===== config.mk =====
export PLATFORM = sky130hd
export DESIGN_NAME = if_stage
export DESIGN_NICKNAME = d
export VERILOG_FILES = /design/src/rtl/pipe_pkg.sv /design/src/rtl/if_fetch_buf.sv /design/src/rtl/if_stage.sv
export SDC_FILE = /design/constraint.sdc
export NUM_CORES = 1
export LEC_CHECK = 0
export CORE_AREA = 2 2 153 155
export CTS_CLUSTER_SIZE = 14
export DETAILED_ROUTE_END_ITERATION = 16
export DIE_AREA = 0 0 155 157
export HOLD_SLACK_MARGIN = 0.12
export PLACE_DENSITY = 0.82
export SETUP_SLACK_MARGIN = 0.02
export SYNTH_ARGS = -nofsm -noshare
export SYNTH_HDL_FRONTEND = slang
export SYNTH_SLANG_ARGS = --single-unit

===== constraint.sdc =====
create_clock -name clk -period 4.95 [get_ports clk]
set_input_delay 0.7425 -clock clk [delete_from_list [all_inputs] [get_ports clk]]
set_output_delay 0.7425 -clock clk [all_outputs]
set_load 0.1 [all_outputs]

===== src/rtl/pipe_pkg.sv =====
// Shared pipeline constants and the fetch-queue entry type used by the IF stage.
package pipe_pkg;
  localparam logic [31:0] NOP_INSTR    = 32'h0000_0013;
  localparam logic [31:0] RESET_PC_DEF = 32'h0000_0000;

  localparam logic [6:0] OP_R      = 7'h33;
  localparam logic [6:0] OP_IMM    = 7'h13;
  localparam logic [6:0] OP_LOAD   = 7'h03;
  localparam logic [6:0] OP_STORE  = 7'h23;
  localparam logic [6:0] OP_BRANCH = 7'h63;
  localparam logic [6:0] OP_JAL    = 7'h6f;
  localparam logic [6:0] OP_LUI    = 7'h37;
  localparam logic [6:0] OP_SYS    = 7'h73;

  typedef struct packed {
    logic [31:0] pc;
    logic [31:0] instr;
  } fetch_entry_t;
endpackage


===== src/rtl/if_fetch_buf.sv =====
// Two-entry synchronous FIFO of {pc, instr}; push while full is honoured only
// when a pop frees a slot in the same cycle.
module if_fetch_buf
  import pipe_pkg::*;
(
  input  logic         clk,
  input  logic         rst_n,
  input  logic         push,
  input  logic         pop,
  input  logic         clear,
  input  fetch_entry_t wdata,
  output fetch_entry_t rdata,
  output logic         full,
  output logic         empty,
  output logic [1:0]   count
);
  fetch_entry_t mem_q [2];
  logic         wr_ptr_q;
  logic         rd_ptr_q;
  logic [1:0]   count_q;
  logic         do_push;
  logic         do_pop;

  assign do_pop  = pop & (count_q != 2'd0);
  assign do_push = push & ((count_q != 2'd2) | do_pop);

  always_ff @(posedge clk or negedge rst_n) begin
    if (!rst_n) begin
      wr_ptr_q <= 1'b0;
      rd_ptr_q <= 1'b0;
      count_q  <= 2'd0;
    end else if (clear) begin
      wr_ptr_q <= 1'b0;
      rd_ptr_q <= 1'b0;
      count_q  <= 2'd0;
    end else begin
      if (do_push) wr_ptr_q <= ~wr_ptr_q;
      if (do_pop)  rd_ptr_q <= ~rd_ptr_q;
      count_q <= count_q + {1'b0, do_push} - {1'b0, do_pop};
    end
  end

  // Storage needs no reset: entries are only read while count is non-zero.
  always_ff @(posedge clk) begin
    if (do_push && !clear) mem_q[wr_ptr_q] <= wdata;
  end

  assign rdata = mem_q[rd_ptr_q];
  assign full  = (count_q == 2'd2);
  assign empty = (count_q == 2'd0);
  assign count = count_q;
endmodule


===== src/rtl/if_stage.sv =====
// Instruction-fetch stage: PC, credit-limited imem requests, in-order response
// queue with bypass, redirect/drop handling and the IF/ID pipeline register.
module if_stage
  import pipe_pkg::*;
#(
  parameter logic [31:0] RESET_PC   = RESET_PC_DEF,
  parameter int          FBUF_DEPTH = 2
) (
  input  logic        clk,
  input  logic        rst_n,
  input  logic        stall,
  input  logic        IF_flush,
  input  logic        jump,
  input  logic [31:0] EA,
  output logic        imem_req,
  output logic [31:0] imem_addr,
  input  logic        imem_gnt,
  input  logic        imem_rvalid,
  input  logic [31:0] imem_rdata,
  output logic [31:0] IF_PC,
  output logic [6:0]  opcode_ID,
  output logic [4:0]  rd_ID,
  output logic [2:0]  funct3,
  output logic [4:0]  rs1_ID,
  output logic [4:0]  rs2_ID,
  output logic [6:0]  funct7,
  output logic        en,
  output logic        IF_flush_out,
  output logic        misalign_err
);
  logic [31:0] pc_q, pc_d;
  logic [3:0]  out_q, out_d;
  logic [3:0]  drop_q, drop_d;
  logic [31:0] instr_q, instr_d;
  logic [31:0] ifpc_q, ifpc_d;
  logic        en_q, en_d;
  logic        fo_q, fo_d;
  logic        mis_q, mis_d;

  logic         redir, accept, rsp_drop, rsp_keep, bypass;
  logic [3:0]   inflight;
  logic [1:0]   q_count, t_count;
  logic         q_full, q_empty, t_full, t_empty;
  fetch_entry_t q_head, tag_rd;
  logic         bits_unused;

  assign redir    = (IF_flush | jump) & ~stall;
  assign inflight = out_q - drop_q;
  // Gating with rst_n keeps the request low while reset is asserted.
  assign imem_req = rst_n & ~stall & ~redir &
                    (({2'b00, q_count} + inflight) < 4'(FBUF_DEPTH));
  assign imem_addr = pc_q;
  assign accept    = imem_req & imem_gnt;
  assign rsp_drop  = (drop_q != 4'd0);
  assign rsp_keep  = imem_rvalid & ~rsp_drop & ~redir;
  assign bypass    = rsp_keep & ~stall & (q_count == 2'd0);

  // Tags exist only for non-dropped requests, so the tag FIFO is cleared on redirect.
  if_fetch_buf u_tags (
    .clk   (clk),
    .rst_n (rst_n),
    .push  (accept),
    .pop   (rsp_keep),
    .clear (redir),
    .wdata ('{pc: pc_q, instr: 32'h0}),
    .rdata (tag_rd),
    .full  (t_full),
    .empty (t_empty),
    .count (t_count)
  );

  if_fetch_buf u_queue (
    .clk   (clk),
    .rst_n (rst_n),
    .push  (rsp_keep & ~bypass),
    .pop   (~stall & ~redir & (q_count != 2'd0)),
    .clear (redir),
    .wdata ('{pc: tag_rd.pc, instr: imem_rdata}),
    .rdata (q_head),
    .full  (q_full),
    .empty (q_empty),
    .count (q_count)
  );

  assign bits_unused = ^{q_full, q_empty, t_full, t_empty, t_count, tag_rd.instr};

  always_comb begin
    pc_d   = pc_q;
    mis_d  = mis_q;
    out_d  = out_q + {3'b000, accept} - {3'b000, imem_rvalid};
    drop_d = drop_q;
    if (redir) begin
      pc_d   = {EA[31:2], 2'b00};
      mis_d  = mis_q | (EA[1:0] != 2'b00);
      drop_d = out_d;
    end else begin
      if (accept) pc_d = pc_q + 32'd4;
      if (imem_rvalid && rsp_drop) drop_d = drop_q - 4'd1;
    end
  end

  always_comb begin
    instr_d = instr_q;
    ifpc_d  = ifpc_q;
    en_d    = en_q;
    fo_d    = fo_q;
    if (!stall) begin
      if (redir) begin
        instr_d = NOP_INSTR;
        en_d    = 1'b0;
        fo_d    = 1'b1;
      end else if (q_count != 2'd0) begin
        instr_d = q_head.instr;
        ifpc_d  = q_head.pc;
        en_d    = 1'b1;
        fo_d    = 1'b0;
      end else if (bypass) begin
        instr_d = imem_rdata;
        ifpc_d  = tag_rd.pc;
        en_d    = 1'b1;
        fo_d    = 1'b0;
      end else begin
        instr_d = NOP_INSTR;
        en_d    = 1'b0;
        fo_d    = 1'b0;
      end
    end
  end

  always_ff @(posedge clk or negedge rst_n) begin
    if (!rst_n) begin
      pc_q    <= RESET_PC;
      out_q   <= 4'd0;
      drop_q  <= 4'd0;
      instr_q <= NOP_INSTR;
      ifpc_q  <= 32'h0;
      en_q    <= 1'b0;
      fo_q    <= 1'b0;
      mis_q   <= 1'b0;
    end else begin
      pc_q    <= pc_d;
      out_q   <= out_d;
      drop_q  <= drop_d;
      instr_q <= instr_d;
      ifpc_q  <= ifpc_d;
      en_q    <= en_d;
      fo_q    <= fo_d;
      mis_q   <= mis_d;
    end
  end

  assign IF_PC        = ifpc_q;
  assign opcode_ID    = instr_q[6:0];
  assign rd_ID        = instr_q[11:7];
  assign funct3       = instr_q[14:12];
  assign rs1_ID       = instr_q[19:15];
  assign rs2_ID       = instr_q[24:20];
  assign funct7       = instr_q[31:25];
  assign en           = en_q;
  assign IF_flush_out = fo_q;
  assign misalign_err = mis_q;
endmodule


Yosys cells after proc, flatten, opt, wreduce, memory -nomap -nowiden
Memories as Yosys holds them, arrays and structs flattened.
Cells that the tools add are included.
{"block": "op_classes", "add_sub_neg": 10, "n_lt_le_gt_ge": 1, "n_eq_ne": 2, "muxes": 27, "bitwise": 28, "reduce_logical": 17}
{"cell": "2-to-1 mux 32 bit", "count": 7}
{"cell": "adder 32 x 3 -> 32 bit, second input constant", "count": 1}
{"cell": "nonzero test 2 bit", "count": 10}
{"cell": "bitwise AND 1 bit", "count": 16}
{"cell": "2-to-1 mux 1 bit", "count": 16}
{"cell": "2-to-1 mux 4 bit", "count": 2}
{"cell": "NOT 1 bit", "count": 8}
{"cell": "adder 2 x 1 -> 2 bit", "count": 2}
{"cell": "adder 2 x 4 -> 4 bit", "count": 1}
{"cell": "adder 4 x 1 -> 4 bit", "count": 1}
{"cell": "< comparator 4 x 2 -> 1 bit, second input constant", "count": 1}
{"cell": "2-to-1 mux 2 bit", "count": 2}
{"cell": "inequality test 2 bit, second input constant", "count": 2}
{"cell": "bitwise OR 1 bit", "count": 4}
{"cell": "nonzero test 4 bit", "count": 1}
{"cell": "subtractor 2 x 1 -> 2 bit", "count": 2}
{"cell": "subtractor 4 x 1 -> 4 bit", "count": 1}
{"cell": "subtractor 4 x 1 -> 4 bit, second input constant", "count": 1}
{"cell": "subtractor 4 bit", "count": 1}
{"cell": "logical AND 1 bit", "count": 3}
{"cell": "AND reduction 3 bit", "count": 1}
{"cell": "logical NOT 2 bit", "count": 1}
{"cell": "logical NOT 1 bit", "count": 1}
{"block": "word_totals", "register_bits": 115, "mem_bits_rw": 192, "out_inout_bits": 100, "n_memories": 2}
{"name": "u_queue.mem_q", "words": 2, "word_bits": 64, "rd": 1, "rd_clocked_by_memory_dff": 0, "wr": 1, "line": "if_fetch_buf.sv:17", "rtl": "fetch_entry_t mem_q [2];"}
{"name": "u_tags.mem_q", "words": 2, "word_bits": 32, "rd": 1, "rd_clocked_by_memory_dff": 0, "wr": 1, "line": "if_fetch_buf.sv:17"}

Logic depth before layout (Yosys ltp)
Gate-level depths: netlist (run 1).
{"block": "depth", "depth_word": 12, "ltp_mapped": 17, "ltp_nobuf": 16}

Cells and area by module
From an unflattened synthesis (run 1), not the netlist that was laid out.
{"block": "unflattened", "cells_unflattened": 1020, "hier_area_um2": 15230.9}
{"mod": "if_fetch_buf", "n_inst": 2, "cells_per_inst": 226, "area_per_inst_um2": 4859.7, "seq_area_each_um2": 3943.8}
{"mod": "if_stage", "n_inst": 1, "cells_per_inst": 568, "area_per_inst_um2": 5511.5, "seq_area_each_um2": 2631.3}

Worst setup path before layout (run 1)
Ideal clock, no wire load.
{"block": "synth_path", "path_type": "input port to flip-flop", "startpoint": "input stall", "endpoint": "memory u_queue.mem_q[0][0] (netlist name) (enable)", "setup_time_ps": 482, "arrival_time_ps": 3986, "t_required_ps": 4468, "path_slack_ps": 482, "path_stages": 4, "path_cell_list": "clkbuf_1 o21bai_1 o211ai_1 nor2_1"}
{"block": "synth_between", "elab_chain_len": 12, "word_cells_on_any_way": 17, "classes_between": "2 x mux; 13 x bitwise; 2 x reduce/logical"}
{"item": "start: declaration", "line": "if_stage.sv:11", "rtl": "input logic stall,"}
{"item": "NOT 1 bit (no line) (*)"}
{"item": "bitwise AND 1 bit", "line": "if_stage.sv:47", "rtl": "assign redir = (IF_flush | jump) & ~stall;"}
{"item": "NOT 1 bit (no line)"}
{"item": "bitwise AND 1 bit", "line": "if_stage.sv:55", "rtl": "assign rsp_keep = imem_rvalid & ~rsp_drop & ~redir;"}
{"item": "bitwise AND 1 bit (2 in series)", "line": "if_stage.sv:56", "rtl": "assign bypass = rsp_keep & ~stall & (q_count == 2'd0);"}
{"item": "NOT 1 bit", "line": "if_stage.sv:75", "rtl": ".push (rsp_keep & ~bypass),"}
{"item": "bitwise AND 1 bit", "line": "if_stage.sv:75"}
{"item": "bitwise AND 1 bit", "line": "if_fetch_buf.sv:25", "rtl": "assign do_push = push & ((count_q != 2'd2) | do_pop);"}
{"item": "logical AND 1 bit (*)", "line": "if_fetch_buf.sv:45", "rtl": "if (do_push && !clear) mem_q[wr_ptr_q] <= wdata;"}
{"item": "2-to-1 mux 1 bit (*)", "line": "if_fetch_buf.sv:45"}
{"item": "2-to-1 mux 1 bit (not written as such) (*)", "line": "if_fetch_buf.sv:45"}
{"item": "end: declaration", "line": "if_fetch_buf.sv:17"}
Mark *: on every way between the ends. The rest lies on a longest branch, timed or not.

Final worst setup path (run 1)
{"block": "layout_path", "startpoint": "register u_queue.count_q[1] (netlist: u_queue.count[1])", "endpoint": "output imem_req"}
{"block": "layout_between", "elab_chain_len": 3}
{"item": "start: declaration", "line": "if_fetch_buf.sv:20", "rtl": "logic [1:0] count_q;"}
{"item": "start signal: assignment", "line": "if_fetch_buf.sv:39", "rtl": "count_q <= count_q + {1'b0, do_push} - {1'b0, do_pop};"}
{"item": "adder 2 x 4 -> 4 bit", "line": "if_stage.sv:51", "rtl": "(({2'b00, q_count} + inflight) < 4'(FBUF_DEPTH));"}
{"item": "< comparator 4 x 2 -> 1 bit", "line": "if_stage.sv:51"}
{"item": "bitwise AND 1 bit", "line": "if_stage.sv:50", "rtl": "assign imem_req = rst_n & ~stall & ~redir &"}
{"item": "end: declaration", "line": "if_stage.sv:15", "rtl": "output logic imem_req,"}
Every way passes these cells.

==> impl_metrics.tcl, run 1 <==
set metrics [dict create \
    maxCapViolCount 0 \
    final_cell_mix "edfxtp_1 (184), clkdlybuf4s50_1 (164), dfrtp_1 (107)" \
    critPathKind "reg2out" \
    final_common_cell "edfxtp_1" \
    antenna_found_initial 1 \
    via_per_inst 5.78 \
    coreArea_um2 22500 \
    rr_endpoint "drop_q[2]" \
    cts.sinks 295 \
    root_buffer "clkbuf_16" \
    rr_worst_depth 17 \
    via_count 8018 \
    drt-total-wl_um 27200 \
    grt_pass1_vias 7970 \
    die_h_um 157 \
    rsz0062_at_grt "no" \
    antenna_cells 0 \
    hp-class "in2async" \
    cts.htree.levels 1 \
    drtPass1Iterations 5 \
    die-area_um2 24300 \
    numCtsBuffers 29 \
    postCtsResizedCells 0 \
    area_delta_synth_final_pct 24.6 \
    outcome "complete, no violations" \
    regArea_um2 8310 \
    start_kind "flip-flop" \
    r2r_slack_ns 0.88 \
    grt_overflow 0 \
    synth_area_um2 12300 \
    hpwlAfterDp_um 17500 \
    final_area_um2 15300 \
    cp_cell_sequence "inv_1, fa_1, inv_1, ha_1, nand4b_1, a21oi_1, or2_1, buf_4, nor2_1, buf_12" \
    avgSynthCellArea_um2 13.4 \
    nFillCells 1542 \
    max_freq_mhz 226 \
    gp_congestion 0.823 \
    power_density_nw_per_um2 506 \
    grt_pass1_wl_um 42700 \
    crit_required_ns 4.21 \
    min_period_ns 4.42 \
    cts_setup_buffers 0 \
    yosys_warnings 0 \
    relSlewSlack 0.266 \
    antenna_left 0 \
    crit_family "adder cells" \
    cts_hold_buf 0 \
    fin_nets 1167 \
    synth_edf_count 184 \
    worstPathMaxFanout 34 \
    endpoint "imem_req" \
    grt.total_usage 0.223 \
    clock_latency_ns 0.54 \
    io_pins 171 \
    ctsLongestPathBuffers 3 \
    ys_seq_area_frac 0.676 \
    cp_num_buf_inv 4 \
    cts.clk_slew.worst_paths_ns 0.06 \
    period_share 0.893 \
    ys_seq_elements 295 \
    dpl-instance-area_um2 14300 \
    postSynthCellCount 915 \
    rr_startpoint "u_queue.count[1]" \
    cts_tree "yes" \
    synthFlopType "edfxtp_1" \
    cp.depth 10 \
    portBuffers 166 \
    hold_slack_ns 0.344 \
    fin_skew_ns 0.0163 \
    setup_tns_ns 0 \
    final_max_slew_viol_count 0 \
    max_stage_delay_ns 0.71 \
    leakage_nw 5.58 \
    critPathCaptureType "primary output" \
    setup_viol 0 \
    initial_utilization 0.546 \
    drt_iter0_drc 543 \
    chipWidth_um 155 \
    multi_input_area_um2 3700 \
    hold_viol_final 0 \
    worst_path_max_delay_cell "a21oi_1" \
    worst_pin_slew_ns 1.10 \
    total_power_w 0.00775 \
    synthArstFlopShare 0.376 \
    worst_path_most_repeated_cell "inv_1" \
    worst_ep_arrival_time_ns 3.68 \
    grt_max_degree 67 \
    yosysUniqueCellTypes 54 \
    drive_gt1_frac 0.105 \
    peakVddDrop_v 0.000318 \
    crit_start "u_queue.count[1]" \
    fp-row-count 55 \
    drc 0 \
    wl_per_cell_um 19.6 \
]
[cell type report]
cell class                 count  area share
clock buffer                  37      0.0507
clock inverter                16      0.0139
inverter                      32     0.00785
multi-input combinational    537       0.242
sequential                   295       0.543
tap                          285      0.0233
timing repair buffer         184       0.120
[how the worst min path moves through the flow]
| stage | slack, ns | cells after the start | end | start |
|---|---|---|---|---|
| after detailed placement | 0.47 | 1 | misalign_err | misalign_err |
| after floorplan | 0.45 | 0 | IF_PC[10] | rst_n |
| after global placement | 0.46 | 2 | IF_PC[28] | IF_PC[28] |
| after global routing | 0.41 | 2 | instr_q[24] | rst_n |
| final | 0.34 | 2 | instr_q[24] | rst_n |
| after CTS | 0.37 | 2 | instr_q[24] | rst_n |
[cell families after synthesis]
logic type / after synthesis / synth area share
multiplexers: 95 / 0.0804
AND/OR/NAND/NOR: 239 / 0.0934
AO/OA/AOI/OAI: 160 / 0.0863
adder cells (fa/ha/maj): 17 / 0.0191
flip-flops: 295 / 0.676
other: 1 / 0.000305
buffers and inverters: 86 / 0.0276
XOR/XNOR: 22 / 0.0168
[worst reg2reg max path: cells and delay by family, from the launching register on]
kind / cells / cell delay [ns]
flops: 1 / 0.52
buf+inv: 6 / 0.64
xor+xnor: 2 / 0.39
compound gates: 1 / 0.09
fa+ha+maj: 5 / 1.74
simple gates: 3 / 0.56
[state kept, by name, indices dropped and copies added (netlist names)]
register,count
u_tags.mem_q,60
en,1
IF_PC,30
misalign_err,1
u_queue.count,2
instr_q,32
IF_flush_out,1
u_tags.count,2
u_tags.rd_ptr_q,1
out_q,4
u_queue.mem_q,124
u_queue.rd_ptr_q,1
u_queue.wr_ptr_q,1
drop_q,4
u_tags.wr_ptr_q,1
imem_addr,30
[report_power, final]
part	internal, W	total [W]	switching [W]
clock	0.00137	0.00226	0.000896
sequential	0.00284	0.00304	0.000195
combinational	0.000629	0.00245	0.00182
total	0.00484	0.00775	0.00291
[layer usage]
| metal | wire, µm | part of all wire | GRT usage |
|---|---|---|---|
| met4 | 812 | 0.030 | 0.0838 |
| met2 | 13300 | 0.49 | 0.363 |
| met5 | 0 | 0 | 0 |
| met1 | 11400 | 0.42 | 0.304 |
| met3 | 1680 | 0.062 | 0.0363 |
[synth_stat cells, types with 2 or more instances]
cell type / n / area share
edfxtp_1: 184 / 0.45
a31oi_1: 17 / 0.0087
xnor2_1: 19 / 0.014
buf_1: 9 / 0.0027
xor2_1: 2 / 0.0014
or4_1: 15 / 0.0092
o21bai_1: 2 / 0.0012
or4_4: 2 / 0.0018
a21oi_1: 41 / 0.017
nor4b_1: 2 / 0.0014
nand2_1: 54 / 0.016
fa_1: 3 / 0.0049
or2_2: 2 / 0.0010
buf_4: 4 / 0.0024
inv_1: 32 / 0.0098
a221o_1: 29 / 0.024
nor4_1: 7 / 0.0036
mux2_2: 30 / 0.027
ha_1: 14 / 0.014
and2_1: 6 / 0.0031
mux2i_1: 65 / 0.053
dfstp_2: 3 / 0.0064
a222oi_1: 3 / 0.0024
nand3_1: 14 / 0.0057
nand4_1: 13 / 0.0066
and4_1: 3 / 0.0021
o211ai_1: 3 / 0.0018
nor2_1: 98 / 0.030
nor3_1: 5 / 0.0020
o31ai_1: 14 / 0.0086
nor2b_1: 4 / 0.0020
or3_1: 4 / 0.0020
and3_1: 3 / 0.0015
o21ai_0: 43 / 0.018
dfrtp_1: 108 / 0.22
clkbuf_1: 40 / 0.012
[stage by stage]
step                instances  utilization  setup slack, ns
finish                   1386        0.680            0.530
global route             1386        0.680            0.337
CTS                      1386        0.680            0.513
detailed placement       1333        0.636            0.942
global placement         1333        0.636            0.985
floorplan                 918            -            0.482
Note: power is estimated with default switching activity, not from simulation.
==> run 2: changes to the inputs <==
--- a/config.mk
+++ b/config.mk
@@ -5,12 +5,13 @@
 export SDC_FILE = /design/constraint.sdc
 export NUM_CORES = 1
 export LEC_CHECK = 0
-export CORE_AREA = 2 2 153 155
+export CORE_AREA = 2 2 148 150
+export CTS_BUF_LIST = sky130_fd_sc_hd__clkbuf_8 sky130_fd_sc_hd__clkbuf_16
 export CTS_CLUSTER_SIZE = 14
 export DETAILED_ROUTE_END_ITERATION = 16
-export DIE_AREA = 0 0 155 157
+export DIE_AREA = 0 0 150 152
 export HOLD_SLACK_MARGIN = 0.12
-export PLACE_DENSITY = 0.82
+export PLACE_DENSITY = 0.87
 export SETUP_SLACK_MARGIN = 0.02
 export SYNTH_ARGS = -nofsm -noshare
 export SYNTH_HDL_FRONTEND = slang
==> constraint.sdc (replaced) <==
create_clock -name clk -period 5.7 [get_ports clk]
set_input_delay 0.855 -clock clk [delete_from_list [all_inputs] [get_ports clk]]
set_output_delay 0.855 -clock clk [all_outputs]
set_load 0.1 [all_outputs]
==> run 2 against run 1 <==
  * Final cell count is 0.14% lower
  * Critical endpoint unchanged
  * Total power down 14%
  * Clock skew shrank 0.0024 ns
  * Setup slack better by 0.66 ns
  * Register-to-register slack better by 0.81 ns
  * Utilization grew 3.4 points
==> impl_metrics.tcl, run 2 (synthesis results as in run 1) <==
set metrics [dict create \
    numCtsBuffers 29 \
    grt_pass1_vias 8270 \
    area_delta_synth_final_pct 24.1 \
    via_per_inst 6.00 \
    min_period_ns 4.51 \
    cp_num_buf_inv 4 \
    final_max_slew_viol_count 0 \
    period_share 0.790 \
    clock_latency_ns 0.54 \
    die-area_um2 22800 \
    fin_nets 1166 \
    via_count 8300 \
    drt-total-wl_um 28700 \
    critPathCaptureType "primary output" \
    final.setup.worst_slack_ns 1.19 \
    portBuffers 166 \
    crit_required_ns 4.85 \
    power_density_nw_per_um2 438 \
    max_stage_delay_ns 0.65 \
    cts_hold_buf 0 \
    setup_viol 0 \
    largest_register "u_queue.mem_q" \
    worst_pin_slew_ns 1.12 \
    drt_iter0_drc 655 \
    regArea_um2 8310 \
    drtPass1Iterations 5 \
    hold_viol_final 0 \
    hold_slack_ns 0.387 \
    maxCapViolCount 0 \
    nFillCells 1378 \
    hpwlAfterDp_um 18200 \
    drc 0 \
    total_power_w 0.00667 \
    outcome "complete, no violations" \
    grt_overflow 0 \
    setup_tns_ns 0 \
    chipWidth_um 150 \
    cts.sinks 295 \
    final_cell_mix "edfxtp_1 (184), clkdlybuf4s50_1 (164), dfrtp_1 (107)" \
    crit_family "adder cells" \
    worst_path_max_delay_cell "a21oi_1" \
    critPathKind "reg2out" \
    die_h_um 152 \
    grt_pass1_wl_um 44500 \
    start_kind "flip-flop" \
    root_buffer "clkbuf_16" \
    ctsLongestPathBuffers 3 \
    drive_gt1_frac 0.101 \
    peakVddDrop_v 0.000300 \
    cts_setup_buffers 0 \
    worst_ep_arrival_time_ns 3.65 \
    fin_skew_ns 0.0139 \
    postCtsResizedCells 0 \
    fp-row-count 54 \
    grt_max_degree 65 \
    cts_tree "yes" \
    max_freq_mhz 222 \
    reg_top3 "u_queue.mem_q x124, u_tags.mem_q x60, instr_q x32" \
    leakage_nw 5.56 \
    cts.clk_slew.worst_paths_ns 0.06 \
    largest_reg_flops 124 \
    cts.htree.levels 1 \
    initial_utilization 0.575 \
    hp-class "in2async" \
    cp_cell_sequence "inv_1, fa_1, inv_1, ha_1, nand4b_1, a21oi_1, or2_1, buf_4, nor2_1, buf_4" \
    antenna_found_initial 4 \
    grt.total_usage 0.251 \
    wl_per_cell_um 20.7 \
    antenna_left 0 \
    worstPathMaxFanout 34 \
    io_pins 171 \
    multi_input_area_um2 3700 \
    post-place-ws_ns 1.56 \
    gp_congestion 0.889 \
    final_common_cell "edfxtp_1" \
    coreArea_um2 21400 \
    rsz0062_at_grt "no" \
    relSlewSlack 0.256 \
]
## run 2: cell count changes in the layout (fill, tap and decap cells not counted)
cell	previous run	this run
inv_1	32	35
clkbuf_8	2	1
buf_4	17	19
clkinv_2	8	5
nor2_2	1	0
clkinvlp_4	1	2
diode_2	0	4
clkinv_1	1	7
buf_12	3	0
nor2_1	95	96
clkbuf_1	6	0
inv_8	1	0
clkinv_4	0	1
## run 2: power breakdown
| part | internal [W] | switching [W] |
|---|---|---|
| combinational | 0.000540 | 0.00155 |
| clock | 0.00116 | 0.000777 |
| sequential | 0.00247 | 0.000176 |
## run 2: final timing paths
path                             startpoint               end  slack (ns)  cells after the start
max                        u_queue.count[1]          imem_req        1.19                     10
min                                   rst_n          IF_PC[4]        0.39                      1
max reg2reg                u_queue.count[1]         drop_q[2]        1.69                     16
min reg2reg                       IF_PC[30]         IF_PC[30]        0.48                      2
max in group asynchronous             rst_n  u_queue.rd_ptr_q        3.95                      2
min in group clk                  IF_PC[30]         IF_PC[30]        0.48                      2
## run 2: worst register-to-register path: stages, from the launching register on
cell and delay (ns):
dfrtp_1 0.52, inv_1 0.13, fa_1 0.50, inv_1 0.07, fa_1 0.43, xnor2_1 0.24
nand4_1 0.16, nor3_1 0.44, inv_1 0.15, ha_1 0.30, inv_1 0.06, ha_1 0.16
inv_1 0.06, fa_1 0.39, xnor2_1 0.15, nand2_1 0.06, o21ai_0 0.08
## run 2: final cells by class
cell class | count | area share
Antenna cell | 4 | 0.000656
Tap cell | 280 | 0.0230
Timing Repair Buffer | 183 | 0.117
Sequential cell | 295 | 0.545
Multi-Input combinational cell | 537 | 0.243
Clock buffer | 30 | 0.0485
Clock inverter | 23 | 0.0155
Inverter | 32 | 0.00788
## run 2: layer usage
| layer | wire, µm | track usage | part of all wire | up-vias |
|---|---|---|---|---|
| met5 | 0 | 0 | 0 | - |
| met4 | 1160 | 0.122 | 0.040 | 0 |
| met3 | 1930 | 0.0378 | 0.067 | 74 |
| met2 | 14800 | 0.415 | 0.51 | 396 |
| met1 | 10900 | 0.326 | 0.38 | 4095 |
| li1 | - | - | - | 3735 |
## run 2: through the flow
step / cells / util / area (µm²)
CTS: 1380 / 0.714 / 15200
detailed placement: 1327 / 0.668 / 14300
global placement: 1327 / 0.668 / 14300
floorplan: 918 / - / 12300
finish: 1384 / 0.714 / 15300
global route: 1384 / 0.714 / 15300
